`src/rtl/aes_key_schedule_seq.sv`:
```
// Iterative AES key expansion: one 32-bit schedule word per clock for 128/192/256-bit keys.
// Optional macro KS_ROUND_READ_EN adds a registered round-key read port (rd_round/rd_key).
module aes_key_schedule_seq #(
   parameter int unsigned Nb = 4,
   parameter int unsigned Nk = 4,
   parameter int unsigned Nr = 10
) (
   input  logic                        clk,
   input  logic                        rst_n,
   input  logic                        start,
   input  logic [32*Nk-1:0]            key,
`ifdef KS_ROUND_READ_EN
   input  logic [3:0]                  rd_round,
   output logic [127:0]                rd_key,
`endif
   output logic                        busy,
   output logic                        done,
   output logic                        valid,
   output logic [0:32*Nb*(Nr+1)-1]     words
);

   localparam int unsigned W  = Nb * (Nr + 1);
   localparam int unsigned IW = $clog2(W);
   localparam int unsigned MW = $clog2(Nk + 1);

   localparam logic [7:0] SBOX [256] = '{
      8'h63, 8'h7c, 8'h77, 8'h7b, 8'hf2, 8'h6b, 8'h6f, 8'hc5, 8'h30, 8'h01, 8'h67, 8'h2b, 8'hfe, 8'hd7, 8'hab, 8'h76,
      8'hca, 8'h82, 8'hc9, 8'h7d, 8'hfa, 8'h59, 8'h47, 8'hf0, 8'had, 8'hd4, 8'ha2, 8'haf, 8'h9c, 8'ha4, 8'h72, 8'hc0,
      8'hb7, 8'hfd, 8'h93, 8'h26, 8'h36, 8'h3f, 8'hf7, 8'hcc, 8'h34, 8'ha5, 8'he5, 8'hf1, 8'h71, 8'hd8, 8'h31, 8'h15,
      8'h04, 8'hc7, 8'h23, 8'hc3, 8'h18, 8'h96, 8'h05, 8'h9a, 8'h07, 8'h12, 8'h80, 8'he2, 8'heb, 8'h27, 8'hb2, 8'h75,
      8'h09, 8'h83, 8'h2c, 8'h1a, 8'h1b, 8'h6e, 8'h5a, 8'ha0, 8'h52, 8'h3b, 8'hd6, 8'hb3, 8'h29, 8'he3, 8'h2f, 8'h84,
      8'h53, 8'hd1, 8'h00, 8'hed, 8'h20, 8'hfc, 8'hb1, 8'h5b, 8'h6a, 8'hcb, 8'hbe, 8'h39, 8'h4a, 8'h4c, 8'h58, 8'hcf,
      8'hd0, 8'hef, 8'haa, 8'hfb, 8'h43, 8'h4d, 8'h33, 8'h85, 8'h45, 8'hf9, 8'h02, 8'h7f, 8'h50, 8'h3c, 8'h9f, 8'ha8,
      8'h51, 8'ha3, 8'h40, 8'h8f, 8'h92, 8'h9d, 8'h38, 8'hf5, 8'hbc, 8'hb6, 8'hda, 8'h21, 8'h10, 8'hff, 8'hf3, 8'hd2,
      8'hcd, 8'h0c, 8'h13, 8'hec, 8'h5f, 8'h97, 8'h44, 8'h17, 8'hc4, 8'ha7, 8'h7e, 8'h3d, 8'h64, 8'h5d, 8'h19, 8'h73,
      8'h60, 8'h81, 8'h4f, 8'hdc, 8'h22, 8'h2a, 8'h90, 8'h88, 8'h46, 8'hee, 8'hb8, 8'h14, 8'hde, 8'h5e, 8'h0b, 8'hdb,
      8'he0, 8'h32, 8'h3a, 8'h0a, 8'h49, 8'h06, 8'h24, 8'h5c, 8'hc2, 8'hd3, 8'hac, 8'h62, 8'h91, 8'h95, 8'he4, 8'h79,
      8'he7, 8'hc8, 8'h37, 8'h6d, 8'h8d, 8'hd5, 8'h4e, 8'ha9, 8'h6c, 8'h56, 8'hf4, 8'hea, 8'h65, 8'h7a, 8'hae, 8'h08,
      8'hba, 8'h78, 8'h25, 8'h2e, 8'h1c, 8'ha6, 8'hb4, 8'hc6, 8'he8, 8'hdd, 8'h74, 8'h1f, 8'h4b, 8'hbd, 8'h8b, 8'h8a,
      8'h70, 8'h3e, 8'hb5, 8'h66, 8'h48, 8'h03, 8'hf6, 8'h0e, 8'h61, 8'h35, 8'h57, 8'hb9, 8'h86, 8'hc1, 8'h1d, 8'h9e,
      8'he1, 8'hf8, 8'h98, 8'h11, 8'h69, 8'hd9, 8'h8e, 8'h94, 8'h9b, 8'h1e, 8'h87, 8'he9, 8'hce, 8'h55, 8'h28, 8'hdf,
      8'h8c, 8'ha1, 8'h89, 8'h0d, 8'hbf, 8'he6, 8'h42, 8'h68, 8'h41, 8'h99, 8'h2d, 8'h0f, 8'hb0, 8'h54, 8'hbb, 8'h16
   };

   typedef enum logic [1:0] {
      S_IDLE,
      S_EXPAND,
      S_DONE
   } state_t;

   function automatic logic [31:0] sub_word(input logic [31:0] x);
      return {SBOX[x[31:24]], SBOX[x[23:16]], SBOX[x[15:8]], SBOX[x[7:0]]};
   endfunction

   function automatic logic [7:0] xtime(input logic [7:0] b);
      return {b[6:0], 1'b0} ^ (b[7] ? 8'h1b : 8'h00);
   endfunction

   state_t        state;
   logic [31:0]   w [W];
   logic [IW-1:0] idx;
   logic [MW-1:0] kmod;
   logic [7:0]    rcon;

   logic [31:0]   prev_c;
   logic [31:0]   rot_c;
   logic [31:0]   temp_c;
   logic [31:0]   new_word_c;

   // next schedule word w[idx] from w[idx-1] and w[idx-Nk]
   always_comb begin
      prev_c     = w[idx - IW'(1)];
      rot_c      = {prev_c[23:0], prev_c[31:24]};
      temp_c     = prev_c;
      if (kmod == '0) begin
         temp_c = sub_word(rot_c) ^ {rcon, 24'h0};
      end else if ((Nk == 8) && (kmod == MW'(4))) begin
         temp_c = sub_word(prev_c);
      end
      new_word_c = w[idx - IW'(Nk)] ^ temp_c;
   end

   always_ff @(posedge clk or negedge rst_n) begin
      if (!rst_n) begin
         state <= S_IDLE;
         idx   <= '0;
         kmod  <= '0;
         rcon  <= 8'h01;
         busy  <= 1'b0;
         done  <= 1'b0;
         valid <= 1'b0;
         for (int k = 0; k < W; k++) w[k] <= '0;
      end else begin
         case (state)
            S_IDLE, S_DONE: begin
               done  <= 1'b0;
               state <= S_IDLE;
               if (start) begin
                  for (int k = 0; k < Nk; k++) w[k] <= key[32*(Nk-1-k) +: 32];
                  idx   <= IW'(Nk);
                  kmod  <= '0;
                  rcon  <= 8'h01;
                  valid <= 1'b0;
                  busy  <= 1'b1;
                  state <= S_EXPAND;
               end
            end
            S_EXPAND: begin
               w[idx] <= new_word_c;
               idx    <= idx + IW'(1);
               kmod   <= (kmod == MW'(Nk - 1)) ? '0 : kmod + MW'(1);
               if (kmod == '0) rcon <= xtime(rcon);
               if (idx == IW'(W - 1)) begin
                  busy  <= 1'b0;
                  done  <= 1'b1;
                  valid <= 1'b1;
                  state <= S_DONE;
               end
            end
            default: state <= S_IDLE;
         endcase
      end
   end

   // flatten storage onto the word bus; word 0 occupies the most significant slot
   for (genvar g = 0; g < W; g++) begin : g_words
      assign words[32*g +: 32] = w[g];
   end

`ifdef KS_ROUND_READ_EN
   // registered round-key read, one cycle of latency; out-of-range rounds read as zero
   always_ff @(posedge clk or negedge rst_n) begin
      if (!rst_n) begin
         rd_key <= '0;
      end else if (rd_round <= 4'(Nr)) begin
         rd_key <= words[128*rd_round +: 128];
      end else begin
         rd_key <= '0;
      end
   end
`endif

endmodule

```
`config.mk`:
```
export PLATFORM = sky130hd
export DESIGN_NAME = aes_key_schedule_seq
export DESIGN_NICKNAME = d
export VERILOG_FILES = /design/src/rtl/aes_key_schedule_seq.sv
export SDC_FILE = /design/constraint.sdc
export NUM_CORES = 2
export LEC_CHECK = 0
export CORE_AREA = 2 2 596 598
export CTS_CLUSTER_DIAMETER = 100
export CTS_CLUSTER_SIZE = 10
export DETAILED_ROUTE_END_ITERATION = 6
export DIE_AREA = 0 0 598 600
export GPL_TIMING_DRIVEN = 1
export HOLD_SLACK_MARGIN = 0.1
export PLACE_DENSITY_LB_ADDON = 0.1
export SETUP_SLACK_MARGIN = 0.5
export SLEW_MARGIN = 10
export SYNTH_ARGS = -nofsm -noshare
export SYNTH_HDL_FRONTEND = slang
export SYNTH_SLANG_ARGS = --single-unit
```
`constraint.sdc`:
```
create_clock -name clk -period 8.3 [get_ports clk]
set_input_delay 1.66 -clock clk [delete_from_list [all_inputs] [get_ports clk]]
set_output_delay 1.66 -clock clk [all_outputs]
set_load 0.05 [all_outputs]
```
==> run summary <==
simple-gate share of the synthesized area: 14.3%
Final Hold Viols: 0
outcome: completed
syn nets: 10,200
I/O Buffers: 1,541
hpwl dp: 604 mm
Max-cap violations: 0
Layout area overhead: 33.7%
class of the worst hold path: reg2reg
Worst-Margin Slew: 1.40 ns
Syn Area/Cell: 8.82 sq um
Initial DRC Count: 13,900
number of synthesized register bits: 1,430
critical path data required time: 9.06 ns
vias in the first global route: 95,600
Clock H-tree levels: 4
row count: 218
highest clock rate: 128 MHz
Routed Antenna Nets: 0
dominant synthesized flop cell: dfrtp_1
Worst setup EP type: flip-flop
XOR/XNOR Fraction of Synth Area: 0.560%
pre-CTS WS: -0.0856 ns
routed vias/inst: 6.29
mapped cell area: 0.0878 sq mm
total number of vias: 101,000
fraction of final layout cells sized beyond drive strength 1: 14.8%
fraction of the mapped netlist area in adder cells: 0.898%
average wire per standard cell: 49.9 microns
relative slew slack: 5.89%
largest net degree at the start of global routing: 155
final WL: 801 mm
ys async rst share: 100%
core area: 0.352 sq mm
Synth warnings: 0
Skew-Pair Late Insertion Delay: 0.93 ns
CTS Sinks: 1,430
Synth Area in Compound Gates: 24.4%
arrival time worst endpoint: 8.57 ns
fin. max-slew vios: 0
Core Util, Final: 33.4%
final setup fails: 0
crit path kind: reg2reg
Setup Skew: 0.0812 ns
R2R Setup Slk: 0.49 ns
post-synthesis cell type count: 94
TritonCTS clock tree: built
Post-Syn Instances: 9,957
multiplexer share of the synthesized area: 13.8%
nets@finish: 11,600
Die ar.: 0.359 sq mm
CTS root buffer: clkbuf_16
clk buf depth: 4
CTS buffer count: 169
1st-pass router iterations: 6
startpoint types: flip-flop
Final min period: 7.81 ns
initial core utilization: 24.9%
Die H: 600 microns
EDFF count, synth: 0
clock slew at reported path FFs: 0.06 ns
Critical Path Fanout Max: 72
aggregate global routing overflow: 0
final setup margin: 0.485 ns
fin crit share: 94.2%
Post-route DRC: 0
Final GP Congestion: 1.01
I/O pin cnt: 1,542
sequential share of the synthesized area: 40.8%
Die Wd: 598 microns
GRT Total Usage: 43.2%
RSZ-0062 raised after global routing: no
initial antenna violation count: 87
first-pass GRT wire length: 1030 mm
largest family of logic cells by synthesized area: compound AO/OA/AOI/OAI gates
## per-stage QoR
| stage | instance area (sq um) | setup TNS, ns | std cells | hold WS [ns] |
|---|---|---|---|---|
| final | 117000 | 0 | 16100 | 0.488 |
| after CTS | 117000 | 0 | 16000 | 0.493 |
| after detailed placement | 113000 | -1.61 | 15800 | 0.482 |
| after global placement | 113000 | -14.87 | 15800 | 0.471 |
| after global routing | 117000 | 0 | 16000 | 0.527 |
| after floorplan | 87800 | 0 | 9957 | 0.480 |
## metal layers
layer  vias to the layer above  track usage, %  wire length (microns)
li1                      39600               -                      -
met1                     52400            51.0                 297000
met2                      7052            65.9                 350000
met3                      1844            11.3                  73200
met4                        24            35.8                  80700
met5                         -               0                    151
## sequential cells by signal, indices dropped and copies added (netlist names)
signal	count
words	1408
rcon	8
idx	6
kmod	3
state	2
busy	1
done	1
valid	1
## cell families (layout without fill, tap and decap cells)
logic type | after synthesis | count (layout)
buffers and inverters | 1082 | 2515
AOI/OAI and AO/OA | 3575 | 3575
other | 0 | 41
adders and majority gates | 63 | 63
DFF | 1430 | 1430
muxes | 739 | 739
xor gates and xnor gates | 54 | 54
and+or+nand+nor | 3014 | 3014
## worst paths after layout
kind | startpoint | to | cells after the start
max reg2reg | idx[0] | words[453] | 21
max in group asynchronous | rst_n | words[414] | 3
min | valid | valid | 1
min reg2reg | valid | valid | 1
min in group asynchronous | rst_n | words[1127] | 1
max | idx[0] | words[453] | 21
## repair_timing
action	in CTS	in global routing
gates resized for setup	6	11
hold buffers	0	0
setup endpoints to repair	156	308
setup buffers	0	0
## layout make-up
cell class                      instances  area, sq um
Antenna cell                           41          103
Clock buffer                          176         4280
Clock inverter                         21          345
Fill cell                           36500       234000
Inverter                               43          173
Multi-Input combinational cell       7445        48700
Sequential cell                      1430        35800
Tap cell                             4620         5780
Timing Repair Buffer                 2275        22200
## worst max-delay path, stage by stage, from the launching register on
cell and delay [ns]:
dfrtp_4 0.49, buf_12 0.25, buf_12 0.37, mux4_2 0.79, nand2_2 0.33, a211oi_4 0.18
a221oi_1 0.46, o31ai_4 0.20, inv_2 0.26, ha_1 0.66, buf_4 0.26, o211ai_1 0.09
a2111oi_0 1.08, a311oi_1 0.21, buf_4 0.24, o211ai_1 0.09, xor2_1 0.36, a21oi_1 0.15
buf_4 0.24, xor2_4 0.19, buf_4 0.29, o21ai_0 0.15
## layout by cell type (no fill, tap or decap), types with 24 or more instances in the layout
cell	netlist	final
a32oi_1	28	28
mux2_2	162	162
nand2b_1	27	25
mux4_2	362	362
clkdlybuf4s50_1	0	1533
nor4_1	61	59
nor2_1	657	631
o31ai_1	32	29
nand2_1	1707	1642
a211o_1	32	32
nor3_1	147	140
nand2_2	0	26
buf_12	0	98
a211oi_1	89	85
o2111ai_1	24	24
o311ai_0	46	43
diode_2	0	41
o211ai_1	98	98
nand3_1	203	200
and3_1	50	50
buf_4	55	641
a311oi_1	46	45
o221ai_1	45	45
clkbuf_16	0	170
o21ai_0	1588	1583
and2_1	32	27
ha_1	63	59
a22oi_1	97	97
mux2i_1	215	212
nand4_1	53	53
inv_1	35	33
o21ai_1	51	53
o22ai_1	450	450
dfrtp_1	1429	1425
a31oi_1	91	90
a221oi_1	67	67
a21oi_1	554	550
nand2_4	0	39
## synth_stat cells, drive strengths merged (24+ instances only)
cell,instances,area (sq um)
o31ai,32,240
a221oi,67,587
nand3,203,1020
nor3,150,772
xnor2,33,289
buf,294,1630
a31oi,91,569
o2111ai,24,210
nor4,62,394
a211o,32,280
nand4,53,332
inv,41,154
a211oi,91,693
a32oi,29,262
ha,63,788
a21oi,554,2770
a22oi,98,741
nand2,1707,6410
o21ai,1639,8200
a311oi,46,403
nor2,659,2480
o221ai,45,394
dfrtp,1429,35800
nand2b,27,169
mux2,162,1820
mux4,362,8150
and2,33,206
o22ai,450,2820
mux2i,215,2150
and3,50,313
clkbuf,745,2800
o311ai,48,420
o211ai,98,736
Power is not shown: default switching activity piles up to over one toggle a cycle in this logic, so the estimate is an artifact.
